==> src/rtl/retire_unit.sv <==
// retire_unit: in-order commit stage.
// Retires a contiguous prefix of the ROB head entries. It frees T_old and
// updates the architectural map with T_new for every retiring slot that has
// a destination. A mispredict or halt ends the retire group for that cycle.
// Optional feature macro: RETIRE_PERF_CNT_EN enables the retired_count
// counter. When the macro is undefined, retired_count is tied to zero.
// Packed ROB entry layout (MSB..LSB), one PKT_W-bit field per slot with the
// oldest entry at slot 0:
//   {complete, has_dest, arch_dest, T_new, T_old, mispredict, halt}

`ifndef N
`define N 3
`endif
`ifndef PHYS_REG_SZ
`define PHYS_REG_SZ 64
`endif

module retire_unit #(
   parameter int N          = `N,
   parameter int PHYS_BITS  = $clog2(`PHYS_REG_SZ),
   parameter int ARCH_BITS  = 5,
   localparam int PKT_W     = 4 + ARCH_BITS + 2 * PHYS_BITS,
   localparam int CNT_W     = $clog2(N + 1)
) (
   input  logic                      clock,
   input  logic                      reset,
   input  logic [N*PKT_W-1:0]        rob_outputs,
   input  logic [CNT_W-1:0]          outputs_valid,
   output logic [CNT_W-1:0]          num_retiring,
   output logic [N-1:0]              free_valid,
   output logic [N*PHYS_BITS-1:0]    free_reg,
   output logic [N-1:0]              amt_we,
   output logic [N*ARCH_BITS-1:0]    amt_idx,
   output logic [N*PHYS_BITS-1:0]    amt_reg,
   output logic                      flush,
   output logic                      halted,
   output logic [31:0]               retired_count
);

   // Bit positions inside one packed entry
   localparam int HALT_B   = 0;
   localparam int MISP_B   = 1;
   localparam int TOLD_LSB = 2;
   localparam int TNEW_LSB = 2 + PHYS_BITS;
   localparam int ADST_LSB = 2 + 2 * PHYS_BITS;
   localparam int HDST_B   = PKT_W - 2;
   localparam int CMPL_B   = PKT_W - 1;

   typedef enum logic [1:0] {
      RUN    = 2'd0,
      FLUSH  = 2'd1,
      HALTED = 2'd2
   } state_t;

   state_t              state_r;
   state_t              next_state_s;
   logic                flush_r;
   logic                halted_r;
   logic [N-1:0]        complete_s;
   logic [N-1:0]        has_dest_s;
   logic [N-1:0]        mispredict_s;
   logic [N-1:0]        halt_s;
   logic [N-1:0]        retire_s;
   logic [CNT_W-1:0]    count_s;
   logic                open_s;

   // Unpack each slot and drive the free-list / map-table ports
   for (genvar g = 0; g < N; g++) begin : g_slot
      assign complete_s[g]   = rob_outputs[g*PKT_W + CMPL_B];
      assign has_dest_s[g]   = rob_outputs[g*PKT_W + HDST_B];
      assign mispredict_s[g] = rob_outputs[g*PKT_W + MISP_B];
      assign halt_s[g]       = rob_outputs[g*PKT_W + HALT_B];
      assign free_reg[g*PHYS_BITS +: PHYS_BITS] = rob_outputs[g*PKT_W + TOLD_LSB +: PHYS_BITS];
      assign amt_reg[g*PHYS_BITS +: PHYS_BITS]  = rob_outputs[g*PKT_W + TNEW_LSB +: PHYS_BITS];
      assign amt_idx[g*ARCH_BITS +: ARCH_BITS]  = rob_outputs[g*PKT_W + ADST_LSB +: ARCH_BITS];
      assign free_valid[g] = retire_s[g] & has_dest_s[g];
      assign amt_we[g]     = retire_s[g] & has_dest_s[g];
   end

   // Retire-prefix selection and next-state decode; reset forces no retirement
   always_comb begin
      next_state_s = state_r;
      retire_s     = '0;
      count_s      = '0;
      open_s       = 1'b1;
      if (reset) begin
         next_state_s = RUN;
      end else begin
         case (state_r)
            RUN: begin
               for (int i = 0; i < N; i++) begin
                  if (open_s && (CNT_W'(i) < outputs_valid) && complete_s[i]) begin
                     retire_s[i] = 1'b1;
                     count_s     = count_s + CNT_W'(1'b1);
                     // Halt wins over mispredict on the same slot
                     if (halt_s[i]) begin
                        open_s       = 1'b0;
                        next_state_s = HALTED;
                     end else if (mispredict_s[i]) begin
                        open_s       = 1'b0;
                        next_state_s = FLUSH;
                     end else begin
                        open_s       = open_s;
                     end
                  end else begin
                     open_s = 1'b0;
                  end
               end
            end
            FLUSH:   next_state_s = RUN;
            HALTED:  next_state_s = HALTED;
            default: next_state_s = RUN;
         endcase
      end
   end

   assign num_retiring = count_s;

   // State register with registered flush and halted indications
   always_ff @(posedge clock) begin
      if (reset) begin
         state_r  <= RUN;
         flush_r  <= 1'b0;
         halted_r <= 1'b0;
      end else begin
         state_r  <= next_state_s;
         flush_r  <= (next_state_s == FLUSH);
         halted_r <= (next_state_s == HALTED);
      end
   end

   assign flush  = flush_r;
   assign halted = halted_r;

`ifdef RETIRE_PERF_CNT_EN
   logic [31:0] count_r;

   // Committed-instruction counter, wraps modulo 2^32
   always_ff @(posedge clock) begin
      if (reset) begin
         count_r <= 32'd0;
      end else begin
         count_r <= count_r + {{(32-CNT_W){1'b0}}, count_s};
      end
   end

   assign retired_count = count_r;
`else
   assign retired_count = 32'd0;
`endif

endmodule

==> config.mk <==
export PLATFORM = sky130hd
export DESIGN_NAME = retire_unit
export DESIGN_NICKNAME = d
export VERILOG_FILES = /design/src/rtl/retire_unit.sv
export SDC_FILE = /design/constraint.sdc
export NUM_CORES = 1
export LEC_CHECK = 0
export ABC_AREA = 1
export BUFFER_PORTS_ARGS = -buffer_cell sky130_fd_sc_hd__clkbuf_2
export CAP_MARGIN = 0
export CELL_PAD_IN_SITES_DETAIL_PLACEMENT = 2
export CELL_PAD_IN_SITES_GLOBAL_PLACEMENT = 2
export CORE_ASPECT_RATIO = 0.7
export CORE_UTILIZATION = 12
export CTS_CLUSTER_DIAMETER = 150
export DETAILED_ROUTE_END_ITERATION = 16
export GPL_ROUTABILITY_DRIVEN = 0
export HOLD_SLACK_MARGIN = 0.03
export PLACE_DENSITY_LB_ADDON = 0.1
export SLEW_MARGIN = 25
export SYNTH_ARGS = -nofsm -noshare
export SYNTH_HDL_FRONTEND = slang
export SYNTH_SLANG_ARGS = --single-unit
==> constraint.sdc <==
create_clock -name clock -period 2.5 [get_ports clock]
set_input_delay 0.125 -clock clock [delete_from_list [all_inputs] [get_ports clock]]
set_output_delay 0.125 -clock clock [all_outputs]
set_load 0.01 [all_outputs]
==> results of run 1 <==
[worst min path at each step]
stage,slack [ns],cells after the start,endpoint,start
final,0.20,4,flush,reset
after detailed placement,0.25,0,amt_idx[10],rob_outputs[56]
after floorplan,0.31,3,flush,reset
after global placement,0.25,0,amt_idx[10],rob_outputs[56]
after global routing,0.23,4,state_r[0],reset
after CTS,0.20,4,flush,reset
[routing by layer]
metal | share of wire | GRT usage | vias to the layer above
met3 | 0.15 | 0.0244 | 10
met4 | 0.0097 | 0.0373 | 0
met5 | 0 | 0 | -
li1 | - | - | 275
met1 | 0.32 | 0.0431 | 254
met2 | 0.52 | 0.0776 | 75
[worst reg2reg max path: cells and delay by family (launching register included)]
kind / cells / cell delay, ns
flip-flops: 1 / 0.30
AND/OR/NAND/NOR: 3 / 0.24
buffers and inverters: 1 / 0.07
[stage by stage]
| stage | total power, W | instances | hold WS (ns) |
|---|---|---|---|
| floorplan | 0.000243 | 181 | 0.309 |
| global placement | 0.000150 | 221 | 0.250 |
| detailed placement | 0.000150 | 221 | 0.250 |
| CTS | 0.000406 | 224 | 0.201 |
| global route | 0.000419 | 224 | 0.234 |
| finish | 0.000397 | 224 | 0.201 |
[logic make-up after synthesis]
kind of cell	Yosys count
buffers and inverters	97
flip-flops	4
XOR/XNOR	1
other	1
AND/OR/NAND/NOR	43
adder cells (fa/ha/maj)	2
AO/OA/AOI/OAI	2
[cells in the mapped netlist (2+ instances only)]
cell type	instances	area, µm²
ha_1	2	25.0
nand3_1	5	25.0
nor2_4	2	22.5
dfxtp_1	4	80.1
nand2_1	15	56.3
nand2_2	2	12.5
nor2_1	16	60.1
inv_1	10	37.5
buf_4	86	646
nor2_2	2	12.5
[layout make-up]
type                            count  area share
Inverter                           11      0.0507
Timing Repair Buffer               25       0.154
Sequential cell                     4      0.0983
Tap cell                          101       0.155
Multi-Input combinational cell     80       0.450
Clock buffer                        3      0.0922
[power breakdown]
part | total (W) | internal [W] | switching [W]
combinational | 0.0000784 | 0.0000221 | 0.0000562
clock | 0.000249 | 0.000204 | 0.0000446
sequential | 0.0000692 | 0.0000679 | 0.00000124
[state kept, by name, summed over array words and instances, names as in the netlist]
register	count
flush	1
halted	1
state_r	2
==> impl_metrics.tcl, run 1 <==
set metrics [dict create \
    io_buffers 25 \
    cp_num_cells 6 \
    worstSkewPairLatency_ns 0.22 \
    antenna_found_initial 0 \
    hold_violations 0 \
    drt_iter0_markers 18 \
    grtUsageTotal 0.0464 \
    postLayoutSetupSlackWorst_ns 0.928 \
    synth_seq_area_share 0.0787 \
    skew_ns 0.00126 \
    dp_slack_ns 1.01 \
    slew_violations 0 \
    drive_above_1_share 0.301 \
    synth_warnings 0 \
    viasPerCell 2.74 \
    crit_chain "nor2_1 > inv_1 > nor2_1 > inv_1 > nor2_1 > clkbuf_2" \
    post_synth_instance_area_um2 1020 \
    cts_tree "done" \
    cts_buffers 3 \
    cp_common_cell "nor2_1" \
    cts_resized 0 \
    ys_async_sr_fraction 0 \
    finalCriticalPeriod_ns 1.57 \
    synth_edf_count 0 \
    grt_pass1_wl_um 3220 \
    coreArea_um2 8040 \
    p_leak_nw 0.436 \
    cp-end-kind "primary output" \
    rows 27 \
    ys_types 16 \
    cts.sinks 4 \
    finalSetupViolations 0 \
    synthToLayoutAreaGrowth_pct -19.9 \
    yosys.area_share.adder 0.0246 \
    diodes 0 \
    reg2reg_slack_ns 1.78 \
    drc 8 \
    slowest_stage "dfxtp_1" \
    regArea_um2 80.1 \
    cp.arrival_ns 1.45 \
    critPathCapture "amt_we[0]" \
    firstDrtPassIters 11 \
    period_share 0.629 \
    hold_buffers 0 \
    yosys.area_share.simple 0.196 \
    path_clk_slew_ns 0.03 \
    synthMuxAreaShare 0 \
    multi_input_area_um2 367 \
    clock_path_buffers 2 \
    synth_top_family_by_area "buffers and inverters" \
    io_pins 160 \
    placed_area_um2 739 \
    wl_per_cell_um 9.25 \
    rsz0062_at_grt "no" \
    layout_commonest_cell "conb_1" \
    postCtsSetupRepairBufs 0 \
    chipHeight_um 79.0 \
    ant_nets 0 \
    mostFrequentLayoutCells "32 x conb_1, 25 x clkbuf_2, 16 x nor2_1" \
    ys.flop_type "dfxtp_1" \
    die-area_um2 8850 \
    r2r_start "state_r[1]" \
    finalSetupTns_ns 0 \
    cp_slowest_stage_delay_ns 0.29 \
    max_clock_freq_mhz 636 \
    final_core_util 0.101 \
    routed-via-count 614 \
    synthXorXnorAreaFrac 0.00861 \
    path_class "reg2out" \
    r2r_cells 4 \
    outcome "finished with violations" \
    worst_path_dominant_cell_family "simple AND/OR/NAND/NOR gates" \
    crit_path_start "state_r[0]" \
    crit_buf_inv 3 \
    grt-ovfl-total 0 \
    violations "design-rule violations" \
    synth-compound-area-share 0.0135 \
    r2r_end "state_r[1]" \
    hpwl_um 1820 \
    power.density_nw_per_um2 487 \
    vdd_drop_max_v 0.000140 \
    netlist_instances 150 \
    fill_cells 977 \
    avgSynthCellArea_um2 6.78 \
    fp.dieW_um 112 \
    cp.required_ns 2.38 \
    cp_max_fo 4 \
    critPathLaunchType "flip-flop" \
    start_util 0.127 \
    fin_area_um2 815 \
    synth_seq_cells 4 \
    grt_pass1_vias 636 \
    cts_root_buf "clkbuf_16" \
    wl_um 2070 \
    grt_max_degree 8 \
    cap_violations 0 \
    htreeDepth 1 \
    hold_path_class "in2reg" \
    fin_nets 194 \
]
(Power assumes the default switching activity.)
==> run 2, diff against run 1 <==
--- a/config.mk
+++ b/config.mk
@@ -11,7 +11,7 @@
 export CELL_PAD_IN_SITES_DETAIL_PLACEMENT = 2
 export CELL_PAD_IN_SITES_GLOBAL_PLACEMENT = 2
 export CORE_ASPECT_RATIO = 0.7
-export CORE_UTILIZATION = 12
+export CORE_UTILIZATION = 11
 export CTS_CLUSTER_DIAMETER = 150
 export DETAILED_ROUTE_END_ITERATION = 16
 export GPL_ROUTABILITY_DRIVEN = 0
==> constraint.sdc (replaced) <==
create_clock -name clock -period 1.45 [get_ports clock]
set_input_delay 0.0725 -clock clock [delete_from_list [all_inputs] [get_ports clock]]
set_output_delay 0.0725 -clock clock [all_outputs]
set_load 0.01 [all_outputs]
==> run 2 against run 1 <==
The flow now finishes without violations. First-iteration DRC count is 56% lower. Clock power grew 76%. Wire length fell by 0.97%. Non-clock buffer count rose by 3. Sequential cell count unchanged. Global-route usage shrank 0.37 points.
==> impl_metrics.tcl, run 2 (synthesized netlist as in run 1, its figures left out) <==
set metrics [dict create \
    outcome "finished, final reports clean" \
    hpwl_um 1760 \
    dp_slack_ns 0.129 \
    io_buffers 25 \
    drt_iter0_markers 8 \
    firstDrtPassIters 2 \
    cap_violations 0 \
    finalCriticalPeriod_ns 1.33 \
    p_leak_nw 0.453 \
    hold_path_class "in2out" \
    drc 0 \
    worstSkewPairLatency_ns 0.23 \
    cp.arrival_ns 1.26 \
    hold_violations 0 \
    grtUsageTotal 0.0426 \
    postLayoutSetupSlackWorst_ns 0.118 \
    finalSetupTns_ns 0 \
    largest_register_ffs 2 \
    critPathLaunchType "flip-flop" \
    layout_commonest_cell "conb_1" \
    slew_violations 0 \
    cts.sinks 4 \
    cp_slowest_stage_delay_ns 0.29 \
    mostFrequentLayoutCells "32 x conb_1, 24 x clkbuf_2, 14 x nand2_1" \
    synthToLayoutAreaGrowth_pct -13.4 \
    wl_per_cell_um 8.34 \
    fin_area_um2 881 \
    diodes 0 \
    antenna_found_initial 0 \
    routed-via-count 628 \
    path_clk_slew_ns 0.03 \
    crit_chain "nor2_2 > inv_2 > nor2_4 > nand2_1 > nor2_2 > clkbuf_2" \
    top_register "state_r" \
    fp.dieW_um 117 \
    rsz0062_at_grt "no" \
    wl_um 2050 \
    cts_buffers 3 \
    placed_area_um2 786 \
    max_clock_freq_mhz 751 \
    htreeDepth 1 \
    grt-ovfl-total 0 \
    worst_path_dominant_cell_family "simple AND/OR/NAND/NOR gates" \
    crit_buf_inv 2 \
    cp.required_ns 1.38 \
    die-area_um2 9640 \
    path_class "reg2out" \
    cts_tree "done" \
    ant_nets 0 \
    fin_nets 197 \
    cp-end-kind "primary output" \
    cts_root_buf "clkbuf_16" \
    io_pins 160 \
    start_util 0.117 \
    skew_ns 0.000995 \
    viasPerCell 2.55 \
    period_share 0.919 \
    use_met2 0.0728 \
    finalSetupViolations 0 \
    coreArea_um2 8720 \
    use_met3 0.0124 \
    clock_path_buffers 2 \
    chipHeight_um 82.5 \
    drive_above_1_share 0.373 \
    fill_cells 1057 \
    slowest_stage "dfxtp_1" \
    power.density_nw_per_um2 801 \
    use_met1 0.0465 \
    busiest_layer "met2" \
    rows 28 \
    grt_max_degree 6 \
    cp_common_cell "nor2_2" \
    cp_max_fo 4 \
    final_core_util 0.101 \
    grt_pass1_vias 638 \
    grt_pass1_wl_um 3130 \
    vdd_drop_max_v 0.000253 \
]
## run 2: cell types whose count changed in the layout (fill, tap and decap cells not counted)
cell / previous run / this run
buf_2: 0 / 1
buf_4: 0 / 3
clkbuf_2: 25 / 24
inv_1: 10 / 9
inv_2: 1 / 2
nand2_1: 15 / 14
nand2_2: 2 / 3
nor2_1: 16 / 11
nor2_2: 2 / 6
nor2_4: 2 / 3
## run 2: final timing paths
path / startpoint / slack, ns / end / depth (start not counted)
max reg2reg: state_r[0] / 0.62 / halted / 4
min reg2reg: state_r[0] / 0.54 / state_r[1] / 3
max: state_r[0] / 0.12 / amt_we[2] / 6
min: rob_outputs[15] / 0.15 / amt_idx[1] / 0
## run 2: repair_timing
action / in CTS / in global routing
buffers inserted: 0 / 1
hold buffers: 0 / 0
pin swaps: 1 / 3
resized for setup: 2 / 7
setup endpoints to repair: 6 / 8
## run 2: power breakdown
group / leakage [nW] / switching (W) / internal, W
clock: 0.0370 / 0.0000841 / 0.000353
sequential: 0.0328 / 0.00000344 / 0.000117
combinational: 0.383 / 0.000102 / 0.0000457
total: 0.453 / 0.000190 / 0.000516
## run 2: routing by layer
layer / vias up / wire length (µm)
met2: 45 / 1050
met4: 0 / 51
li1: 282 / -
met5: - / 0
met3: 12 / 190
met1: 289 / 759
## run 2: area by class of cell
class / count / area, µm² / share of cell area
multi-input cells: 80 / 387 / 0.439
well taps: 120 / 150 / 0.170
repair buffers: 28 / 148 / 0.168
flip-flops and latches: 4 / 80.1 / 0.0909
clock buffers: 3 / 75.1 / 0.0852
inverters: 11 / 41.3 / 0.0469
## run 2: worst reg2reg max path, delay by kind of cell, from the launching register on
kind	cells	cell delay, ns
DFF	1	0.29
and+or+nand+nor	2	0.26
buffers and inverters	2	0.21
## run 2: per-stage QoR
stage                     power (W)  cells  hold slack [ns]
after floorplan            0.000418    181            0.237
after CTS                  0.000709    246            0.145
final                      0.000706    246            0.145
after detailed placement   0.000265    243            0.145
after global routing       0.000740    246            0.145
after global placement     0.000264    243            0.145
